==> config.mk <==
export PLATFORM = sky130hd
export DESIGN_NAME = shift_left_right
export DESIGN_NICKNAME = d
export VERILOG_FILES = /design/src/rtl/shift_left_right_pkg.sv /design/src/rtl/shift_left_right_shift_reg_lr.sv /design/src/rtl/shift_left_right.sv
export SDC_FILE = /design/constraint.sdc
export NUM_CORES = 1
export LEC_CHECK = 0
export ABC_AREA = 1
export ABC_CLOCK_PERIOD_IN_PS = 1200
export BUFFER_PORTS_ARGS = -buffer_cell sky130_fd_sc_hd__buf_2
export CAP_MARGIN = 15
export CORE_MARGIN = 2
export CORE_UTILIZATION = 46
export DETAILED_ROUTE_END_ITERATION = 8
export GPL_TIMING_DRIVEN = 1
export PLACE_DENSITY_LB_ADDON = 0.15
export SLEW_MARGIN = 15
export SYNTH_ARGS = -nofsm -noshare
export SYNTH_HDL_FRONTEND = slang
export SYNTH_SLANG_ARGS = --single-unit
==> constraint.sdc <==
create_clock -name clk -period 1.2 [get_ports clk]
set_clock_uncertainty 0.2 [all_clocks]
set_input_delay 0.24 -clock clk [delete_from_list [all_inputs] [get_ports clk]]
set_output_delay 0.24 -clock clk [all_outputs]
set_load 0.02 [all_outputs]
==> src/rtl/shift_left_right_pkg.sv <==
// Shared multiplier constants and the shift-direction type used by the
// operand shifters and the product register.
package shift_left_right_pkg;

  localparam int MULT_IN_W   = 8;
  localparam int MULT_LEFT_W = 14;

  typedef enum logic {
    SHIFT_LEFT  = 1'b0,
    SHIFT_RIGHT = 1'b1
  } shift_dir_e;

endpackage : shift_left_right_pkg

==> src/rtl/shift_left_right_shift_reg_lr.sv <==
// Generic W-bit shift register: zero-extending parallel load, one-position
// shift in direction DIR with zero fill, hold otherwise.
module shift_reg_lr
  import shift_left_right_pkg::*;
#(
  parameter int         W       = MULT_LEFT_W,
  parameter int         DATA_IN = MULT_IN_W,
  parameter shift_dir_e DIR     = SHIFT_LEFT
) (
  input  logic               clk,
  input  logic               rst,
  input  logic               load_i,
  input  logic               shift_en_i,
  input  logic [DATA_IN-1:0] data_i,
  output logic [W-1:0]       data_o
);

  logic [W-1:0] data_q = '0;
  logic [W-1:0] data_d;

  // Load outranks shift; the shift operators discard the outgoing bit and fill with zero.
  always_comb begin
    data_d = data_q;
    if (load_i) begin
      data_d = W'(data_i);
    end else if (shift_en_i) begin
      if (DIR == SHIFT_LEFT) begin
        data_d = data_q << 1;
      end else begin
        data_d = data_q >> 1;
      end
    end
  end

  always_ff @(posedge clk) begin
    if (rst) begin
      data_q <= '0;
    end else begin
      data_q <= data_d;
    end
  end

  assign data_o = data_q;

endmodule : shift_reg_lr

==> src/rtl/shift_left_right.sv <==
// Operand shifter pair for the shift-and-add multiplier: left shifter feeds
// the partial-product addend, right shifter feeds the step bit and done flag.
module shift_left_right
  import shift_left_right_pkg::*;
#(
  parameter int IN_W   = MULT_IN_W,
  parameter int LEFT_W = MULT_LEFT_W
) (
  input  logic              clk,
  input  logic              rst,
  input  logic [IN_W-1:0]   multiplier,
  input  logic [IN_W-1:0]   multiplicand,
  input  logic              shift_en,
  input  logic              load,
  output logic [LEFT_W-1:0] shifted_multiplier,
  output logic [IN_W-1:0]   shifted_multiplicand,
  output logic              lsb_multiplicand,
  output logic              zflag
);

  shift_reg_lr #(
    .W       (LEFT_W),
    .DATA_IN (IN_W),
    .DIR     (SHIFT_LEFT)
  ) u_left (
    .clk        (clk),
    .rst        (rst),
    .load_i     (load),
    .shift_en_i (shift_en),
    .data_i     (multiplier),
    .data_o     (shifted_multiplier)
  );

  shift_reg_lr #(
    .W       (IN_W),
    .DATA_IN (IN_W),
    .DIR     (SHIFT_RIGHT)
  ) u_right (
    .clk        (clk),
    .rst        (rst),
    .load_i     (load),
    .shift_en_i (shift_en),
    .data_i     (multiplicand),
    .data_o     (shifted_multiplicand)
  );

  // Flags follow the right register directly so the consumer sees them in the same cycle.
  assign lsb_multiplicand = shifted_multiplicand[0];
  assign zflag            = (shifted_multiplicand == '0);

endmodule : shift_left_right

==> impl_results.md <==
* Outcome: finished, violations left
* Failing checks: hold timing, setup timing
* Number of clock buffers inserted by TritonCTS at 3
* Routing usage on met1 at 31.1%
* Post-synth cell types at 12
* Routed wire per std cell at 14.5 um
* Placed cell areas at 0.00135 mm^2
* Global-route wire length before repair at 5310 um
* Mean Syn Cell Area at 6.65 um^2
* Post-Syn Area at 0.00101 mm^2
* Launching element type of the critical path: flip-flop
* Slew headroom at 81.5%
* Via count of the first global-routing pass at 1,239
* Number of placement rows at 16
* Area growth from synthesis to layout at 74.9%
* R2R Setup Slk at 0.06 ns
* Warning count from the yosys run at 0
* Critical path arrival at 1.15 ns
* Number of antenna violations at the first check in global routing at 0
* Routability cong. at 0.838
* Pins Over Slew Limit at 0
* Critical path class: flip-flop to output port
* Vertical die dimension at 50.9 um
* Sequential cell area fraction in the yosys report at 43.6%
* CTS Root Buffer Type: sky130_fd_sc_hd__clkbuf_4
* Unrepaired setup endpoints after global routing: true
* Nets at 247
* Number of nets with antenna violations after routing at 0
* Num ports at 44
* Min setup slack post-route at -0.390 ns
* Total power divided by cell area at 1040 mW/mm^2
* Clock-pin transition on the worst setup and hold timing paths at 0.14 ns
* Leakage power at 0.000944 uW
* DRC violation count after routing at 0
* Count of buffers from port buffering at 43
* End of the worst register-to-register path: u_right.data_o[2]
* GR Util met2 at 50.9%
* Crit path time final at 1.59 ns
* Maximum number of pins on one net before global-route repair at 16
* Share of final-layout standard cells stronger than drive strength 1 at 47.3%
* Minimum hold slack at -0.00951 ns
* Worst hold start: multiplier[3]
* Max-Cap Viols at 0
* Die outline area at 0.00259 mm^2
* Number of cells on the worst hold path at 5
* Wirelength, routed at 3670 um
* Worst vdd ir at 1020 uV
* Most Crowded Layer GR: met2
* Routing usage on met3 at 2.92%
* Core Box Area at 0.00202 mm^2
* Antenna diodes at 0
* TNS Setup at -2.57 ns
* Clock net sink count at 22
* Path depth of the worst reg2reg path at 6
* Worst-Margin Slew at 0.277 ns
* Number of search-and-repair iterations in the first detailed-routing pass at 4
* Share of the cycle needed by the critical path after routing at 133%
* Ratio of routed vias to standard cells at 5.21
* Layout Cell Area excl Fill at 0.00177 mm^2
* Hold Path Sink: u_left.data_o[3]
* Achievable Freq at 629 MHz
* Largest buffer count on any clock path at 2
* Global route total overflow at 0
* Synthesized Nets at 172
* Worst flop-to-flop path startpoint: u_right.data_o[2]
* H-Tree Level Count at 1
* Setup violation total in the final timing report at 24
* Clock tree from TritonCTS: built
* Number of standard cells after synthesis at 152
* Fin. Hold Viols at 3
* Initial drt markers at 54
* Register bit count reported by yosys at 22
* Clock latency of the later-clocked register in the worst-skew pair at 0.33 ns
* Commonest non-fill, non-tap cell in the layout: sky130_fd_sc_hd__nand2_1
* Class of the tightest hold or removal check: primary input to flip-flop
* Worst-path maximum fanout at 2
* DP Wirelength at 2000 um
* Critical path endpoint category: output port
* Tot GR Track Use at 27.1%
* Leading cell types in the layout, fill and taps excluded: 59 x sky130_fd_sc_hd__nand2_1, 30 x sky130_fd_sc_hd__buf_6, 24 x sky130_fd_sc_hd__nand3_1, 24 x sky130_fd_sc_hd__buf_4, 22 x sky130_fd_sc_hd__dfxtp_2
* Crit path required time at 0.76 ns
* Die Width at 50.9 um
* Starting utilization of the core area at 50.0%
* Total number of vias at 1,319
-- where the power goes --
group / total (uW) / leakage, uW / switching, uW / internal [uW]
sequential: 799 / 0.000189 / 28.1 / 771
combinational: 455 / 0.000727 / 229 / 225
clock: 585 / 0.0000279 / 246 / 339
total: 1840 / 0.000944 / 504 / 1340
-- stage by stage --
| stage | setup WS [ns] | hold slack, ns | instances | power (uW) | utilization (%) |
|---|---|---|---|---|---|
| after floorplan | 0.0183 | 0.109 | 152 | 989 | - |
| after global placement | 0.0232 | 0.246 | 230 | 1120 | 66.9 |
| after detailed placement | -0.0229 | 0.257 | 230 | 1130 | 66.9 |
| after CTS | -0.313 | 0.0120 | 249 | 1790 | 86.1 |
| after global routing | -0.417 | 0.00836 | 253 | 1900 | 87.4 |
| final | -0.390 | -0.00951 | 253 | 1840 | 87.4 |
-- how the worst max path moves through the flow --
stage / start / slack, ns / cells after the start / to
2_1_floorplan: u_right.data_o[5] / 0.02 / 3 / zflag
3_3_place_gp: u_right.data_o[5] / 0.02 / 4 / zflag
3_5_place_dp: load / -0.02 / 5 / u_left.data_o[12]
4_1_cts: u_right.data_o[4] / -0.31 / 4 / zflag
5_1_grt: u_right.data_o[3] / -0.42 / 4 / zflag
6_report: u_right.data_o[3] / -0.39 / 4 / zflag
-- critical path, stage by stage (launching register included) --
cell	delay, ns
sky130_fd_sc_hd__dfxtp_2	0.34
sky130_fd_sc_hd__nor2_2	0.15
sky130_fd_sc_hd__nand2_2	0.10
sky130_fd_sc_hd__nor2_4	0.12
sky130_fd_sc_hd__buf_6	0.12
-- cell type report --
type | count | area, um^2
clock buffer | 3 | 22.5
inverter | 19 | 71.3
timing repair buffer | 78 | 683
clock inverter | 1 | 30.0
sequential | 22 | 468
tap | 27 | 33.8
fill | 103 | 254
multi-input combinational | 103 | 459
-- metal layers --
| layer | share of wire [%] | routed length, um |
|---|---|---|
| met1 | 37 | 1340 |
| met2 | 51 | 1880 |
| met3 | 7.8 | 287 |
| met4 | 4.6 | 168 |
| met5 | 0 | 0 |
-- sequential cells by signal, indices dropped and copies added, names as in the netlist --
name	flops
u_left.data_o	14
u_right.data_o	8
-- cells in the mapped netlist --
cell type | instances | area share, %
sky130_fd_sc_hd__nor2_1 | 6 | 2.2
sky130_fd_sc_hd__inv_1 | 18 | 6.7
sky130_fd_sc_hd__buf_4 | 3 | 2.2
sky130_fd_sc_hd__o21ai_0 | 2 | 0.99
sky130_fd_sc_hd__nand2_1 | 60 | 22
sky130_fd_sc_hd__nand3_1 | 24 | 12
sky130_fd_sc_hd__nor2_4 | 1 | 1.1
sky130_fd_sc_hd__inv_2 | 1 | 0.37
sky130_fd_sc_hd__a21oi_1 | 10 | 5.0
sky130_fd_sc_hd__buf_2 | 3 | 1.5
sky130_fd_sc_hd__buf_6 | 2 | 2.2
sky130_fd_sc_hd__dfxtp_1 | 22 | 44
-- what timing repair did --
item / in CTS / in global routing
hold endpoints to repair: 2 / 0
pin swaps: 5 / 3
resized for setup: 81 / 4
hold buffers: 3 / 0
endpoints found under the setup margin: 24 / 25
buffers inserted: 12 / 9
-- cell families (layout without fill, tap and decap cells) --
family	Yosys count	count (layout)	share of synthesized area, %
flops	22	22	43.6
compound gates	12	12	5.94
buf+inv	27	101	13.0
simple gates	91	91	37.5
Note: power is estimated with default switching activity, not from simulation.
